==> src/rtl/mask_rev_digit_scanner.sv <==
// mask_rev_digit_scanner: presents the eight nibbles of the mask revision
// one at a time, most significant first, to a downstream seg7 decoder.
// Each digit dwells DWELL_CYCLES; the last BLANK_CYCLES of a dwell are blanked.
// The displayed word is snapshotted at frame start so a frame never tears.
// Optional feature macro: MASK_REV_LEADING_ZERO_SUPPRESS_EN (start each frame
// at the highest nonzero nibble instead of nibble 7).
module mask_rev_digit_scanner #(
  parameter int DWELL_CYCLES = 1000000,
  parameter int BLANK_CYCLES = 100000
) (
  input  logic        clk,
  input  logic        rst,
  input  logic        ena,
  input  logic [31:0] mask_rev,
  input  logic        manual,
  input  logic [2:0]  sel,
  input  logic        hold,
  output logic [3:0]  digit,
  output logic [2:0]  digit_idx,
  output logic        blank,
  output logic        frame_done
);

  localparam int              CNT_W      = $clog2(DWELL_CYCLES);
  localparam logic [CNT_W-1:0] CNT_LAST  = CNT_W'(DWELL_CYCLES - 1);
  // With BLANK_CYCLES = 0 this equals DWELL_CYCLES, which the counter never reaches.
  localparam logic [31:0]     BLANK_FROM = 32'(DWELL_CYCLES - BLANK_CYCLES);

  logic [7:0][3:0]  r_snap;
  logic [2:0]       r_idx;
  logic [CNT_W-1:0] r_cnt;
  logic             r_frame_done;

  logic [7:0][3:0]  w_live;
  logic [2:0]       w_start_idx;
  logic             w_adv;
  logic             w_dwell_end;

  assign w_live      = mask_rev;
  assign w_adv       = ena & ~hold & ~manual;
  assign w_dwell_end = (r_cnt == CNT_LAST);

`ifdef MASK_REV_LEADING_ZERO_SUPPRESS_EN
  // Start index is the highest nonzero nibble of the live word (0 for all-zero).
  always_comb begin
    w_start_idx = 3'd0;
    for (int i = 0; i < 8; i++)
      if (w_live[i] != 4'd0) w_start_idx = 3'(i);
  end
`else
  assign w_start_idx = 3'd7;
`endif

  // Scan state: dwell counter, nibble index, frame snapshot and frame pulse.
  always_ff @(posedge clk) begin
    if (rst) begin
      r_cnt        <= '0;
      r_idx        <= w_start_idx;
      r_snap       <= w_live;
      r_frame_done <= 1'b0;
    end else begin
      r_frame_done <= 1'b0;
      if (w_adv) begin
        if (w_dwell_end) begin
          r_cnt <= '0;
          if (r_idx == 3'd0) begin
            // Snapshot and start index come from the same sample of mask_rev.
            r_idx        <= w_start_idx;
            r_snap       <= w_live;
            r_frame_done <= 1'b1;
          end else begin
            r_idx <= r_idx - 3'd1;
          end
        end else begin
          r_cnt <= r_cnt + 1'b1;
        end
      end
    end
  end

  // Output mux: manual mode shows the live word at sel, auto shows the snapshot.
  always_comb begin
    digit      = r_snap[r_idx];
    digit_idx  = r_idx;
    blank      = (32'(r_cnt) >= BLANK_FROM) | ~ena;
    frame_done = r_frame_done;
    if (manual) begin
      digit      = w_live[sel];
      digit_idx  = sel;
      blank      = 1'b0;
      frame_done = 1'b0;
    end
  end

endmodule

==> config.mk <==
export PLATFORM = sky130hd
export DESIGN_NAME = mask_rev_digit_scanner
export DESIGN_NICKNAME = d
export VERILOG_FILES = /design/src/rtl/mask_rev_digit_scanner.sv
export SDC_FILE = /design/constraint.sdc
export NUM_CORES = 1
export LEC_CHECK = 0
export ABC_AREA = 1
export ABC_CLOCK_PERIOD_IN_PS = 2700
export CAP_MARGIN = 20
export CORE_ASPECT_RATIO = 1.4
export CORE_MARGIN = 3
export CORE_UTILIZATION = 55
export CTS_BUF_LIST = sky130_fd_sc_hd__clkbuf_4
export DETAILED_ROUTE_END_ITERATION = 6
export PLACE_DENSITY = 0.94
export SETUP_SLACK_MARGIN = 0.2
export SLEW_MARGIN = 20
export SYNTH_ARGS = -nofsm -noshare
export SYNTH_HDL_FRONTEND = slang
export SYNTH_SLANG_ARGS = --single-unit
==> constraint.sdc <==
create_clock -name clk -period 2.7 [get_ports clk]
set_input_delay 0.54 -clock clk [delete_from_list [all_inputs] [get_ports clk]]
set_output_delay 0.54 -clock clk [all_outputs]
set_load 0.1 [all_outputs]
==> report_table.html <==
<table>
<tr><th>Metric</th><th>Value</th></tr>
<tr><th colspan="2">STA</th></tr>
<tr><td>Number of endpoints with negative hold slack in the final report</td><td>0</td></tr>
<tr><td>Number of slew-limit violations in the final report</td><td>0</td></tr>
<tr><td>Worst slew margin relative to its limit</td><td>0.756</td></tr>
<tr><td>Final critical-path share of the clock period</td><td>0.884</td></tr>
<tr><td>Worst-Margin Slew</td><td>365 ps</td></tr>
<tr><td>Worst clock skew on the final layout</td><td>11.0 ps</td></tr>
<tr><td>Total setup violations reported at the end of the flow</td><td>0</td></tr>
<tr><td>Maximum clock rate</td><td>419 MHz</td></tr>
<tr><td>Min setup slack post-route</td><td>312 ps</td></tr>
<tr><td>RSZ-0062 raised after global routing</td><td>true</td></tr>
<tr><td>Fin Setup TNS</td><td>0 ps</td></tr>
<tr><td>Post-layout minimum cycle time</td><td>2390 ps</td></tr>
<tr><th colspan="2">Route</th></tr>
<tr><td>Final routed wirelength across all metal layers</td><td>7.36 mm</td></tr>
<tr><td>Count of TritonRoute iterations in the first routing pass</td><td>5</td></tr>
<tr><td>Via count</td><td>2747</td></tr>
<tr><td>Remaining antenna violation count after routing</td><td>0</td></tr>
<tr><td>Via-per-instance ratio</td><td>5.63</td></tr>
<tr><td>DRC violation total after the first TritonRoute iteration</td><td>191</td></tr>
<tr><td>Detailed-route wire length per cell</td><td>15.1 µm</td></tr>
<tr><td>DRC violations left</td><td>0</td></tr>
<tr><th colspan="2">Synth</th></tr>
<tr><td>Most common flop cell mapped by yosys</td><td>sky130_fd_sc_hd__edfxtp_1</td></tr>
<tr><td>Yosys top cell area share</td><td>0.321</td></tr>
<tr><td>Post-synth EDFFs</td><td>32</td></tr>
<tr><td>Post-synthesis net count</td><td>410</td></tr>
<tr><td>Yosys Warn Count</td><td>0</td></tr>
<tr><td>Cells after synthesis</td><td>366</td></tr>
<tr><td>Synthesized area divided by synthesized cell count</td><td>8.19 µm²</td></tr>
<tr><td>Top area cells in the synthesized netlist</td><td>sky130_fd_sc_hd__edfxtp_1 (32%), sky130_fd_sc_hd__dfxtp_1 (16%), sky130_fd_sc_hd__nand2_1 (9.0%)</td></tr>
<tr><td>Sequential fraction of the synthesis area</td><td>0.481</td></tr>
<tr><td>#FFs+latches synth</td><td>56</td></tr>
<tr><td>Most numerous cell types in the synthesized netlist</td><td>sky130_fd_sc_hd__nand2_1 (72), sky130_fd_sc_hd__nor2_1 (68), sky130_fd_sc_hd__o21ai_0 (37), sky130_fd_sc_hd__edfxtp_1 (32), sky130_fd_sc_hd__inv_1 (29)</td></tr>
<tr><td>Area leader, netlist</td><td>sky130_fd_sc_hd__edfxtp_1</td></tr>
<tr><td>Mapped cell area</td><td>3000 µm²</td></tr>
<tr><td>Proportion of synthesized flip-flops having asynchronous set or reset</td><td>0</td></tr>
<tr><td>Unique masters post-synth</td><td>32</td></tr>
<tr><td>Cell with the most instances after synthesis</td><td>sky130_fd_sc_hd__nand2_1</td></tr>
<tr><th colspan="2">Setup path</th></tr>
<tr><td>Worst reg-to-reg setup slack</td><td>720 ps</td></tr>
<tr><td>Start of the worst register-to-register path</td><td>r_cnt[0]$_SDFFE_PP0P_</td></tr>
<tr><td>Critical path required time</td><td>2160 ps</td></tr>
<tr><td>Crit path kind</td><td>flip-flop to output pin</td></tr>
<tr><td>Cell chain of the critical path</td><td>inv_2, o21ai_0, o22ai_1, nand2_1, nand4_1, buf_12</td></tr>
<tr><td>Cell with the largest stage delay on the worst path</td><td>sky130_fd_sc_hd__dfxtp_2</td></tr>
<tr><td>Critical path peak fanout</td><td>20</td></tr>
<tr><td>R2R cell count</td><td>10</td></tr>
<tr><td>Critical path depth in cells</td><td>6</td></tr>
<tr><td>CP Capture Type</td><td>output pin</td></tr>
<tr><td>Critical Path AT</td><td>1850 ps</td></tr>
<tr><td>Delay-heaviest family, CP</td><td>buffers and inverters</td></tr>
<tr><td>Endpoint of the worst-slack reg-to-reg timing path</td><td>r_snap[31]$_DFFE_PP_</td></tr>
<tr><td>Startpoint type of the worst setup path</td><td>flip-flop</td></tr>
<tr><td>Critical path buffer and inverter count</td><td>2</td></tr>
<tr><td>End of the critical path</td><td>digit[3]</td></tr>
<tr><td>Startpoint of the worst setup timing path</td><td>r_idx[0]$_SDFFE_PP1P_</td></tr>
<tr><td>Slowest stage delay, CP</td><td>400 ps</td></tr>
<tr><th colspan="2">Die</th></tr>
<tr><td>Ports</td><td>49</td></tr>
<tr><td>Die Outline Area</td><td>6380 µm²</td></tr>
<tr><td>Cell Rows</td><td>31</td></tr>
<tr><td>Floorplan Core Area</td><td>5240 µm²</td></tr>
<tr><td>Die extent in x</td><td>68.4 µm</td></tr>
<tr><td>Effective utilization at floorplan</td><td>0.572</td></tr>
<tr><td>Vert. Die Dim</td><td>93.3 µm</td></tr>
<tr><th colspan="2">Power and ir drop</th></tr>
<tr><td>PwrDens</td><td>456 nW/µm²</td></tr>
<tr><td>Worst vdd rail ir drop</td><td>0.426 mV</td></tr>
<tr><td>Leakage power total</td><td>1.45 nW</td></tr>
<tr><td>Total power</td><td>0.00172 W</td></tr>
<tr><th colspan="2">Global routing</th></tr>
<tr><td>Total overflow reported by the global router</td><td>0</td></tr>
<tr><td>Largest net degree at the start of global routing</td><td>33</td></tr>
<tr><td>Initial antenna violation count</td><td>0</td></tr>
<tr><td>Global-route wire length before repair</td><td>12.2 mm</td></tr>
<tr><td>Global routing usage summed across all routing layers</td><td>0.253</td></tr>
<tr><td>Number of global-route vias before repair</td><td>2775</td></tr>
<tr><th colspan="2">Clock network</th></tr>
<tr><td>Number of CTS-inserted buffers</td><td>5</td></tr>
<tr><td>Number of levels in the clock H-tree</td><td>2</td></tr>
<tr><td># Post-CTS Setup Buffers</td><td>0</td></tr>
<tr><td>CTS tree</td><td>yes</td></tr>
<tr><td>CTS hold repair buffers</td><td>0</td></tr>
<tr><td>Clock-pin slew on the worst setup and hold paths</td><td>150 ps</td></tr>
<tr><td>Max Root-Sink Buffers</td><td>2</td></tr>
<tr><td>Root Driver</td><td>sky130_fd_sc_hd__clkbuf_4</td></tr>
<tr><td>Clock latency reported for the late side of the worst-skew pair</td><td>380 ps</td></tr>
<tr><td>Clock Sink Count</td><td>56</td></tr>
<tr><th colspan="2">Finish</th></tr>
<tr><td>Final core utilization</td><td>0.721</td></tr>
<tr><td>Total inserted antenna cells</td><td>0</td></tr>
<tr><td>Fillers</td><td>402</td></tr>
<tr><td>Nets@finish</td><td>465</td></tr>
<tr><td>Share of post-route cells with drive strength above 1</td><td>0.147</td></tr>
<tr><td>Post-synthesis to final-layout area growth</td><td>26.0%</td></tr>
<tr><td>Non-Filler Instances</td><td>488</td></tr>
<tr><th colspan="2">Place</th></tr>
<tr><td>Cell Count Post-Placement</td><td>479</td></tr>
<tr><td>Weighted congestion reported at the end of routability-driven placement</td><td>0.930</td></tr>
<tr><td>Half-perimeter wire length after detailed placement</td><td>5.57 mm</td></tr>
<tr><td>Post-Place Worst Slack</td><td>113 ps</td></tr>
<tr><td>Number of buffer cells added on primary ports</td><td>48</td></tr>
<tr><th colspan="2">Worst hold path</th></tr>
<tr><td>Worst min-delay path startpoint</td><td>r_cnt[0]$_SDFFE_PP0P_</td></tr>
<tr><td>Worst Hold Class</td><td>flip-flop to flip-flop</td></tr>
<tr><th colspan="2">Run status</th></tr>
<tr><td>Run status</td><td>finished, final reports clean</td></tr>
<tr><th colspan="2">Run</th></tr>
<tr><td>Max-cap check violation count</td><td>0</td></tr>
</table>
[per-stage QoR]
step	area (µm²)	hold slack, ps
global route	3770	539
CTS	3770	514
finish	3770	513
global placement	3680	469
detailed placement	3680	494
floorplan	3020	456
[registers in the layout, indices dropped and copies added, names as in the netlist]
register / flops
r_cnt: 20
r_snap: 32
r_frame_done: 1
r_idx: 3
[layout make-up]
cell class / count / area (µm²) / share of cell area
multi-input combinational: 264 / 1370 / 0.364
sequential: 56 / 1440 / 0.382
timing repair buffer: 57 / 652 / 0.173
inverter: 37 / 144 / 0.0381
clock inverter: 2 / 35.0 / 0.00928
clock buffer: 6 / 45.0 / 0.0119
tap: 66 / 82.6 / 0.0219
[how the worst min path moves through the flow]
stage / end / slack, ps / depth (start not counted)
after global routing: r_idx[2]$_SDFFE_PP1P_ / 540 / 2
after global placement: r_idx[2]$_SDFFE_PP1P_ / 470 / 2
after floorplan: r_idx[2]$_SDFFE_PP1P_ / 460 / 2
after detailed placement: r_idx[2]$_SDFFE_PP1P_ / 490 / 2
after CTS: r_idx[2]$_SDFFE_PP1P_ / 510 / 2
final: r_cnt[0]$_SDFFE_PP0P_ / 510 / 2
[where the power goes]
| group | internal [W] | switching, W |
|---|---|---|
| clock | 0.000204 | 0.000253 |
| sequential | 0.000945 | 0.0000116 |
| combinational | 0.000128 | 0.000179 |
| total | 0.00128 | 0.000443 |
[cell families (layout without fill, tap and decap cells)]
kind of cell,Yosys count,count (layout),share of synthesized area
flops,56,56,0.481
fa+ha+maj,4,4,0.0167
buf+inv,46,102,0.0635
xor+xnor,7,7,0.0205
compound gates,66,66,0.119
simple gates,187,187,0.300
[per-layer routing]
metal	share of wire	GRT usage
met1	0.35	0.261
met2	0.54	0.447
met3	0.062	0.0541
met4	0.045	0.148
met5	0	0
[worst reg2reg max path, delay by kind of cell (launching register included)]
family | cells | cell delay [ps]
adder cells (fa/ha/maj) | 1 | 200
buffers and inverters | 3 | 370
flip-flops | 1 | 400
AND/OR/NAND/NOR | 6 | 730
[cells in the final DEF (no fill, tap or decap), types with 10 or more instances in the layout]
master and n:
sky130_fd_sc_hd__nand2_1 72, sky130_fd_sc_hd__nor2_1 66, sky130_fd_sc_hd__clkdlybuf4s50_1 36, sky130_fd_sc_hd__o21ai_0 32
sky130_fd_sc_hd__edfxtp_1 32, sky130_fd_sc_hd__inv_1 27, sky130_fd_sc_hd__dfxtp_1 23, sky130_fd_sc_hd__o22ai_1 17
sky130_fd_sc_hd__buf_12 10
[repair_timing]
item | in CTS | in global routing
gates resized for setup | 5 | 2
cloned | 1 | 0
setup endpoints to repair | 4 | 4
No activity file was read; power rests on OpenSTA's default activity.
